$ cat src/rtl/sd_pkg.sv
// Shared widths, packet info layout and FSM states for the sideband source.
package sd_pkg;

  localparam int ANTE_W  = 2;
  localparam int EXP_W   = 6;
  localparam int SYM_W   = 4;
  localparam int SLOT_W  = 8;
  localparam int FRAME_W = 10;

  typedef struct packed {
    logic [ANTE_W-1:0]  ante;
    logic [EXP_W-1:0]   exp;
    logic [SYM_W-1:0]   symbol;
    logic [SLOT_W-1:0]  slot;
    logic [FRAME_W-1:0] frame;
  } sd_info_t;

  typedef enum logic [1:0] {IDLE, ARMED, SEND} sd_state_t;

endpackage

$ cat src/rtl/sd_source_if.sv
// Valid/ready sideband beat bus; master drives beats, slave returns ready.
interface sd_source_if;

  logic             valid;
  logic             ready;
  logic             sop;
  logic             eop;
  sd_pkg::sd_info_t info;

  modport master (output valid, sop, eop, info, input ready);
  modport slave  (input valid, sop, eop, info, output ready);

endinterface

$ cat src/rtl/sd_index_cnt.sv
// Cascaded antenna/symbol/slot/frame counter; load wins over inc.
module sd_index_cnt
  import sd_pkg::*;
#(
  parameter int ANTE_QTY   = 4,
  parameter int SYMBOL_QTY = 14,
  parameter int SLOT_QTY   = 20,
  parameter int FRAME_QTY  = 1024
) (
  input  logic               clk_wr,
  input  logic               rst_n,
  input  logic               inc,
  input  logic               load,
  input  logic [SYM_W-1:0]   init_symbol,
  input  logic [SLOT_W-1:0]  init_slot,
  input  logic [FRAME_W-1:0] init_frame,
  output logic [ANTE_W-1:0]  ante,
  output logic [SYM_W-1:0]   symbol,
  output logic [SLOT_W-1:0]  slot,
  output logic [FRAME_W-1:0] frame
);

  localparam logic [ANTE_W-1:0]  ANTE_MAX  = ANTE_W'(ANTE_QTY - 1);
  localparam logic [SYM_W-1:0]   SYM_MAX   = SYM_W'(SYMBOL_QTY - 1);
  localparam logic [SLOT_W-1:0]  SLOT_MAX  = SLOT_W'(SLOT_QTY - 1);
  localparam logic [FRAME_W-1:0] FRAME_MAX = FRAME_W'(FRAME_QTY - 1);

  always_ff @(posedge clk_wr or negedge rst_n) begin
    if (!rst_n) begin
      ante   <= '0;
      symbol <= '0;
      slot   <= '0;
      frame  <= '0;
    end else if (load) begin
      ante   <= '0;
      symbol <= init_symbol;
      slot   <= init_slot;
      frame  <= init_frame;
    end else if (inc) begin
      ante <= (ante == ANTE_MAX) ? '0 : ante + ANTE_W'(1);
      if (ante == ANTE_MAX) begin
        symbol <= (symbol == SYM_MAX) ? '0 : symbol + SYM_W'(1);
        if (symbol == SYM_MAX) begin
          slot <= (slot == SLOT_MAX) ? '0 : slot + SLOT_W'(1);
          if (slot == SLOT_MAX)
            frame <= (frame == FRAME_MAX) ? '0 : frame + FRAME_W'(1);
        end
      end
    end
  end

endmodule

$ cat src/rtl/sd_source.sv
// Sideband packet source: one PKT_LEN-beat packet per trigger, one-deep trigger backlog.
// Indices live in the counter and only move on eop accept, so they double as the packet fields.
module sd_source
  import sd_pkg::*;
#(
  parameter int PKT_LEN    = 4,
  parameter int BEAT_WIDTH = 2,
  parameter int ANTE_QTY   = 4,
  parameter int SYMBOL_QTY = 14,
  parameter int SLOT_QTY   = 20,
  parameter int FRAME_QTY  = 1024
) (
  input  logic               clk_wr,
  input  logic               rst_n,
  input  logic               enable,
  input  logic               restart,
  input  logic [SYM_W-1:0]   init_symbol,
  input  logic [SLOT_W-1:0]  init_slot,
  input  logic [FRAME_W-1:0] init_frame,
  input  logic               trig,
  input  logic [EXP_W-1:0]   exp_in,
  sd_source_if.master        dout,
  output logic               busy,
  output logic [31:0]        drop_cnt
);

  sd_state_t               state_q, state_d;
  logic [BEAT_WIDTH-1:0]   beat_q, beat_d;
  logic                    pend_q, pend_d;
  logic [EXP_W-1:0]        pend_exp_q, pend_exp_d;
  logic                    restart_q, restart_d;
  logic [EXP_W-1:0]        exp_q, exp_d;
  logic                    vld_q, vld_d, sop_q, sop_d, eop_q, eop_d;
  logic                    busy_d;
  logic [31:0]             drop_d;
  logic                    inc, load, fire, start;
  logic [EXP_W-1:0]        start_exp;
  logic [ANTE_W-1:0]       ante;
  logic [SYM_W-1:0]        symbol;
  logic [SLOT_W-1:0]       slot;
  logic [FRAME_W-1:0]      frame;

  sd_index_cnt #(
    .ANTE_QTY(ANTE_QTY), .SYMBOL_QTY(SYMBOL_QTY), .SLOT_QTY(SLOT_QTY), .FRAME_QTY(FRAME_QTY)
  ) u_idx (
    .clk_wr(clk_wr), .rst_n(rst_n), .inc(inc), .load(load),
    .init_symbol(init_symbol), .init_slot(init_slot), .init_frame(init_frame),
    .ante(ante), .symbol(symbol), .slot(slot), .frame(frame)
  );

  always_ff @(posedge clk_wr or negedge rst_n) begin
    if (!rst_n) begin
      state_q    <= IDLE;
      beat_q     <= '0;
      pend_q     <= 1'b0;
      pend_exp_q <= '0;
      restart_q  <= 1'b0;
      exp_q      <= '0;
      vld_q      <= 1'b0;
      sop_q      <= 1'b0;
      eop_q      <= 1'b0;
      busy       <= 1'b0;
      drop_cnt   <= '0;
    end else begin
      state_q    <= state_d;
      beat_q     <= beat_d;
      pend_q     <= pend_d;
      pend_exp_q <= pend_exp_d;
      restart_q  <= restart_d;
      exp_q      <= exp_d;
      vld_q      <= vld_d;
      sop_q      <= sop_d;
      eop_q      <= eop_d;
      busy       <= busy_d;
      drop_cnt   <= drop_d;
    end
  end

  always_comb begin
    state_d    = state_q;
    beat_d     = beat_q;
    pend_d     = pend_q;
    pend_exp_d = pend_exp_q;
    restart_d  = restart_q;
    exp_d      = exp_q;
    vld_d      = vld_q;
    sop_d      = sop_q;
    eop_d      = eop_q;
    drop_d     = drop_cnt;
    inc        = 1'b0;
    load       = 1'b0;
    start      = 1'b0;
    start_exp  = exp_in;
    fire       = vld_q & dout.ready;

    case (state_q)
      IDLE: begin
        load = restart;
        if (enable) state_d = ARMED;
      end
      ARMED: begin
        load = restart;
        if (!enable) state_d = IDLE;
        else if (trig) start = 1'b1;
      end
      SEND: begin
        if (fire && eop_q) begin
          // A deferred restart replaces the increment for the next packet.
          load      = restart_q | restart;
          inc       = !load;
          restart_d = 1'b0;
          if (enable && (pend_q || trig)) begin
            start      = 1'b1;
            start_exp  = pend_q ? pend_exp_q : exp_in;
            pend_d     = pend_q & trig;
            pend_exp_d = exp_in;
          end else begin
            pend_d  = 1'b0;
            vld_d   = 1'b0;
            sop_d   = 1'b0;
            eop_d   = 1'b0;
            state_d = enable ? ARMED : IDLE;
          end
        end else begin
          if (restart) restart_d = 1'b1;
          if (fire) begin
            beat_d = beat_q + BEAT_WIDTH'(1);
            sop_d  = 1'b0;
            eop_d  = (32'(beat_q) + 32'd1 == 32'(PKT_LEN - 1));
          end
          if (trig) begin
            if (pend_q) begin
              drop_d = drop_cnt + 32'd1;
            end else begin
              pend_d     = 1'b1;
              pend_exp_d = exp_in;
            end
          end
        end
      end
      default: state_d = IDLE;
    endcase

    if (start) begin
      state_d = SEND;
      vld_d   = 1'b1;
      sop_d   = 1'b1;
      eop_d   = (PKT_LEN == 1);
      beat_d  = '0;
      exp_d   = start_exp;
    end
    busy_d = (state_d != IDLE);
  end

  assign dout.valid = vld_q;
  assign dout.sop   = sop_q;
  assign dout.eop   = eop_q;
  assign dout.info  = '{ante: ante, exp: exp_q, symbol: symbol, slot: slot, frame: frame};

endmodule

$ cat src/flat_wrapper.sv
// flat-port wrapper written by rule: the top's interface ports become plain ports
module sd_source_flat import sd_pkg::*;
#(
  parameter int PKT_LEN    = 4,
  parameter int BEAT_WIDTH = 2,
  parameter int ANTE_QTY   = 4,
  parameter int SYMBOL_QTY = 14,
  parameter int SLOT_QTY   = 20,
  parameter int FRAME_QTY  = 1024
)
  (clk_wr, rst_n, enable, restart, init_symbol, init_slot, init_frame, trig, exp_in, busy, drop_cnt, dout_valid, dout_sop, dout_eop, dout_info, dout_ready);
  sd_source_if dout_i ();
  input  logic clk_wr;
  input  logic rst_n;
  input  logic enable;
  input  logic restart;
  input  logic [SYM_W-1:0] init_symbol;
  input  logic [SLOT_W-1:0] init_slot;
  input  logic [FRAME_W-1:0] init_frame;
  input  logic trig;
  input  logic [EXP_W-1:0] exp_in;
  output logic busy;
  output logic [31:0] drop_cnt;
  output wire logic [$bits(dout_i.valid)-1:0] dout_valid;
  output wire logic [$bits(dout_i.sop)-1:0] dout_sop;
  output wire logic [$bits(dout_i.eop)-1:0] dout_eop;
  output wire logic [$bits(dout_i.info)-1:0] dout_info;
  input wire logic [$bits(dout_i.ready)-1:0] dout_ready;
  assign dout_valid = dout_i.valid;
  assign dout_sop = dout_i.sop;
  assign dout_eop = dout_i.eop;
  assign dout_info = dout_i.info;
  assign dout_i.ready = dout_ready;
  sd_source #(.PKT_LEN(PKT_LEN), .BEAT_WIDTH(BEAT_WIDTH), .ANTE_QTY(ANTE_QTY), .SYMBOL_QTY(SYMBOL_QTY), .SLOT_QTY(SLOT_QTY), .FRAME_QTY(FRAME_QTY)) u_core (.clk_wr(clk_wr), .rst_n(rst_n), .enable(enable), .restart(restart), .init_symbol(init_symbol), .init_slot(init_slot), .init_frame(init_frame), .trig(trig), .exp_in(exp_in), .dout(dout_i), .busy(busy), .drop_cnt(drop_cnt));
endmodule
$ cat config.mk
export PLATFORM = sky130hd
export DESIGN_NAME = sd_source_flat
export DESIGN_NICKNAME = d
export VERILOG_FILES = /design/src/rtl/sd_pkg.sv /design/src/rtl/sd_source_if.sv /design/src/rtl/sd_index_cnt.sv /design/src/rtl/sd_source.sv /design/src/flat_wrapper.sv
export SDC_FILE = /design/constraint.sdc
export NUM_CORES = 1
export LEC_CHECK = 0
export CAP_MARGIN = 20
export CORE_ASPECT_RATIO = 1.2
export CORE_MARGIN = 4
export CORE_UTILIZATION = 45
export DETAILED_ROUTE_END_ITERATION = 12
export MAX_ROUTING_LAYER = met4
export PLACE_DENSITY_LB_ADDON = 0.25
export SLEW_MARGIN = 5
export SYNTH_ARGS = -nofsm -noshare
export SYNTH_HDL_FRONTEND = slang
export SYNTH_SLANG_ARGS = --single-unit
$ cat constraint.sdc
create_clock -name clk_wr -period 5.4 [get_ports clk_wr]
set_clock_uncertainty 0.1 [all_clocks]
set_input_delay 0.81 -clock clk_wr [delete_from_list [all_inputs] [get_ports clk_wr]]
set_output_delay 0.81 -clock clk_wr [all_outputs]
set_load 0.01 [all_outputs]
==> impl_metrics.sql <==
INSERT INTO impl_metrics (metric_group, metric, value, unit) VALUES
('outcome', 'status', 'completed', ''),
('clocking', 'worst_skew_pair.late_latency', '0.34', 'ns'),
('power', 'net_load_switching_power', '724.4', 'uW'),
('clocking', 'h_tree_lvls', '3', ''),
('finish', 'multi_input_gate_area_in_the_final_layout', '1952', 'sq um'),
('job', 'timing.max_cap.violations', '0', ''),
('synth', 'synth.net_count', '448', ''),
('timing', 'rsz0062_at_grt', 'no', ''),
('finish', 'mostFrequentLayoutCells', 'sky130_fd_sc_hd__clkdlybuf4s50_1 (98), sky130_fd_sc_hd__dfrtp_1 (78), sky130_fd_sc_hd__nand2_1 (50)', ''),
('drt', 'top_layer', 'met4', ''),
('drt', 'first_iter_violations', '121', ''),
('synth', 'yosys.area_share.adder', '2.818', '%'),
('clocking', 'cts_tree', 'yes', ''),
('setup_path', 'reg2reg_depth', '7', ''),
('synth', 'synthDistinctLibCells', '47', ''),
('clocking', 'post_cts_setup_buffers', '0', ''),
('setup_path', 'end_kind', 'flop', ''),
('timing', 'finalHoldViolCount', '0', ''),
('timing', 'fmax', '328.9', 'MHz'),
('synth', 'ys_async_sr_fraction', '100.0', '%'),
('synth', 'synth_register_bits', '78', ''),
('die', 'floorplan.initialDensity', '46.41', '%'),
('synth', 'avgSynthCellArea', '9.867', 'sq um'),
('timing', 'setup_viol_count_final', '0', ''),
('die', 'fp.coreArea', '8611', 'sq um'),
('power', 'switching_share', '35.10', '%'),
('synth', 'number_of_enable_type_register_cells_in_the_synthesized_netlist', '0', ''),
('setup_path', 'cp_data_arrival_time', '3.17', 'ns'),
('placement', 'dp_hpwl', '6996', 'um'),
('synth', 'synth_simple_gate_area_share', '22.48', '%'),
('drt', 'ant_nets', '0', ''),
('finish', 'area_overhead_vs_synth', '32.19', '%'),
('finish', 'antennaDiodeCount', '0', ''),
('power', 'internal_power', '1339', 'uW'),
('drt', 'met3RoutedLength', '515', 'um'),
('drt', 'num_vias', '3421', ''),
('min_path', 'hold_path_class', 'primary input to asynchronous set/reset pin', ''),
('timing', 'slew-limit-headroom', '30.46', '%'),
('clocking', 'cts_sinks', '78', ''),
('setup_path', 'biggest_fanout_along_the_worst_timing_path', '7', ''),
('die', 'io_pins', '100', ''),
('finish', 'post_route_cells_drive_above_1_share', '5.709', '%'),
('die', 'die_area', '10460', 'sq um'),
('synth', 'main_combinational_cell_family_by_area_after_synthesis', 'simple AND/OR/NAND/NOR gates', ''),
('timing', 'worstMarginPinSlew', '1.034', 'ns'),
('synth', 'dominantRegCellSynth', 'sky130_fd_sc_hd__dfrtp_1', ''),
('synth', 'postSynthCellCount', '405', ''),
('clocking', 'tritoncts_buffer_count', '9', ''),
('clocking', 'path_clk_slew', '0.08', 'ns'),
('finish', 'fillerInstances', '756', ''),
('setup_path', 'critical_path_class', 'primary input to flop', ''),
('timing', 'period_share', '56.30', '%'),
('power', 'power.share.sequential', '44.4', '%'),
('clocking', 'cts.repair.resized', '0', ''),
('drt', 'drt-wirelength-per-cell', '15.08', 'um'),
('global_routing', 'maximum_number_of_pins_on_one_net_before_global_route_repair', '79', ''),
('drt', 'wl_met2', '4794', 'um'),
('setup_path', 'critical_path.cell_chain', 'clkdlybuf4s50_1 -> nand3_1 -> nand4_1 -> nor4_1 -> nand4_1 -> xnor2_1', ''),
('clocking', 'ctsHoldBuffers', '0', ''),
('synth', 'synth-seq-area-share', '48.84', '%'),
('clocking', 'cts_root_buffer_type', 'sky130_fd_sc_hd__clkbuf_8', ''),
('placement', 'placed_cells_incl_taps', '608', ''),
('synth', 'synth-compound-area-share', '10.83', '%'),
('timing', 'finalMaxSlewViolations', '0', ''),
('power', 'cellLeakagePower', '0.002188', 'uW'),
('placement', 'place_congestion', '0.8734', ''),
('synth', 'synth_mux_area_share', '4.508', '%'),
('power', 'total_power_of_the_final_layout', '2064', 'uW'),
('drt', 'route.detailed.vias_per_inst', '5.474', ''),
('die', 'die-height', '111.2', 'um'),
('drt', 'routed_wirelength', '9428', 'um');
## synth_stat cells, types with 8 or more instances
cell / instances / share of area (%)
sky130_fd_sc_hd__nand3_1: 26 / 3.3
sky130_fd_sc_hd__o21ai_0: 33 / 4.1
sky130_fd_sc_hd__mux2i_1: 9 / 2.3
sky130_fd_sc_hd__mux2_2: 8 / 2.3
sky130_fd_sc_hd__nor3_1: 12 / 1.5
sky130_fd_sc_hd__nor2_1: 31 / 2.9
sky130_fd_sc_hd__xor2_1: 10 / 2.2
sky130_fd_sc_hd__nand4_1: 18 / 2.8
sky130_fd_sc_hd__dfrtp_1: 78 / 49
sky130_fd_sc_hd__clkbuf_1: 9 / 0.85
sky130_fd_sc_hd__xnor2_1: 26 / 5.7
sky130_fd_sc_hd__inv_1: 9 / 0.85
sky130_fd_sc_hd__ha_1: 9 / 2.8
sky130_fd_sc_hd__nand2_1: 50 / 4.7
sky130_fd_sc_hd__a21oi_1: 13 / 1.6
sky130_fd_sc_hd__and3_1: 8 / 1.3
## per-layer routing
metal	global-route usage, %	vias up
met1	24.32	1645
met2	30.84	104
met4	7.418	0
li1	-	1663
met3	3.191	9
met5	-	-
## registers in the layout (all words and copies together) (netlist names)
name / count
u_core.state_q: 2
u_core.u_idx.ante: 2
u_core.pend_q: 1
u_core.dout.eop: 1
u_core.u_idx.frame: 10
u_core.beat_q: 2
u_core.busy: 1
u_core.pend_exp_q: 6
u_core.dout.sop: 1
u_core.u_idx.slot: 8
u_core.u_idx.symbol: 4
u_core.dout.valid: 1
u_core.drop_cnt: 32
u_core.exp_q: 6
u_core.restart_q: 1
## critical path, delay by kind of cell
family,cells,cell delay (ns)
simple gates,4,1.70
buf+inv,1,0.48
xor+xnor,1,0.18
## through the flow
step           utilization [%]  cell area [sq um]  setup WS (ns)  hold slack (ns)
2_1_floorplan                -               3996          2.672           0.3792
3_3_place_gp             58.91               5072          2.080           0.3693
3_5_place_dp             58.91               5072          2.043           0.3670
4_1_cts                  60.85               5240          2.402           0.3814
5_1_grt                  61.35               5283          2.223           0.2878
6_report                 61.35               5283          2.360           0.2729
## kinds of logic after synthesis
logic type,Yosys count
AO/OA/AOI/OAI,71
buffers and inverters,22
AND/OR/NAND/NOR,172
flip-flops,78
multiplexers,17
adder cells (fa/ha/maj),9
XOR/XNOR,36
## power by group through the flow
stage	sequential [uW]	combinational [uW]	clock [uW]
after global routing	944	847	428
after global placement	917	743	0
after detailed placement	922	760	0
after CTS	912	765	403
after floorplan	938	347	0
final	915	761	387
## final timing paths
| path | startpoint | to | slack (ns) |
|---|---|---|---|
| worst max-delay path | dout_ready | u_core.drop_cnt[31]$_DFFE_PN0P_ | 2.36 |
| worst min-delay path | rst_n | u_core.drop_cnt[11]$_DFFE_PN0P_ | 0.27 |
| worst max register to register | u_core.state_q[0]$_DFF_PN0_ | u_core.u_idx.frame[5]$_DFFE_PN0P_ | 2.49 |
| worst min register to register | u_core.drop_cnt[31]$_DFFE_PN0P_ | u_core.drop_cnt[31]$_DFFE_PN0P_ | 0.37 |
| max in group asynchronous | rst_n | u_core.u_idx.frame[3]$_DFFE_PN0P_ | 4.36 |
| min in group clk_wr | u_core.drop_cnt[31]$_DFFE_PN0P_ | u_core.drop_cnt[31]$_DFFE_PN0P_ | 0.37 |
## area by class of cell
| cell class | instances | share of cell area (%) |
|---|---|---|
| flip-flops and latches | 78 | 36.95 |
| multi-input cells | 305 | 36.95 |
| repair buffers | 101 | 19.52 |
| clock buffers | 14 | 3.079 |
| well taps | 117 | 2.771 |
| inverters | 9 | 0.6395 |
| clock inverters | 1 | 0.09474 |
Note: power is estimated with default switching activity, not from simulation.
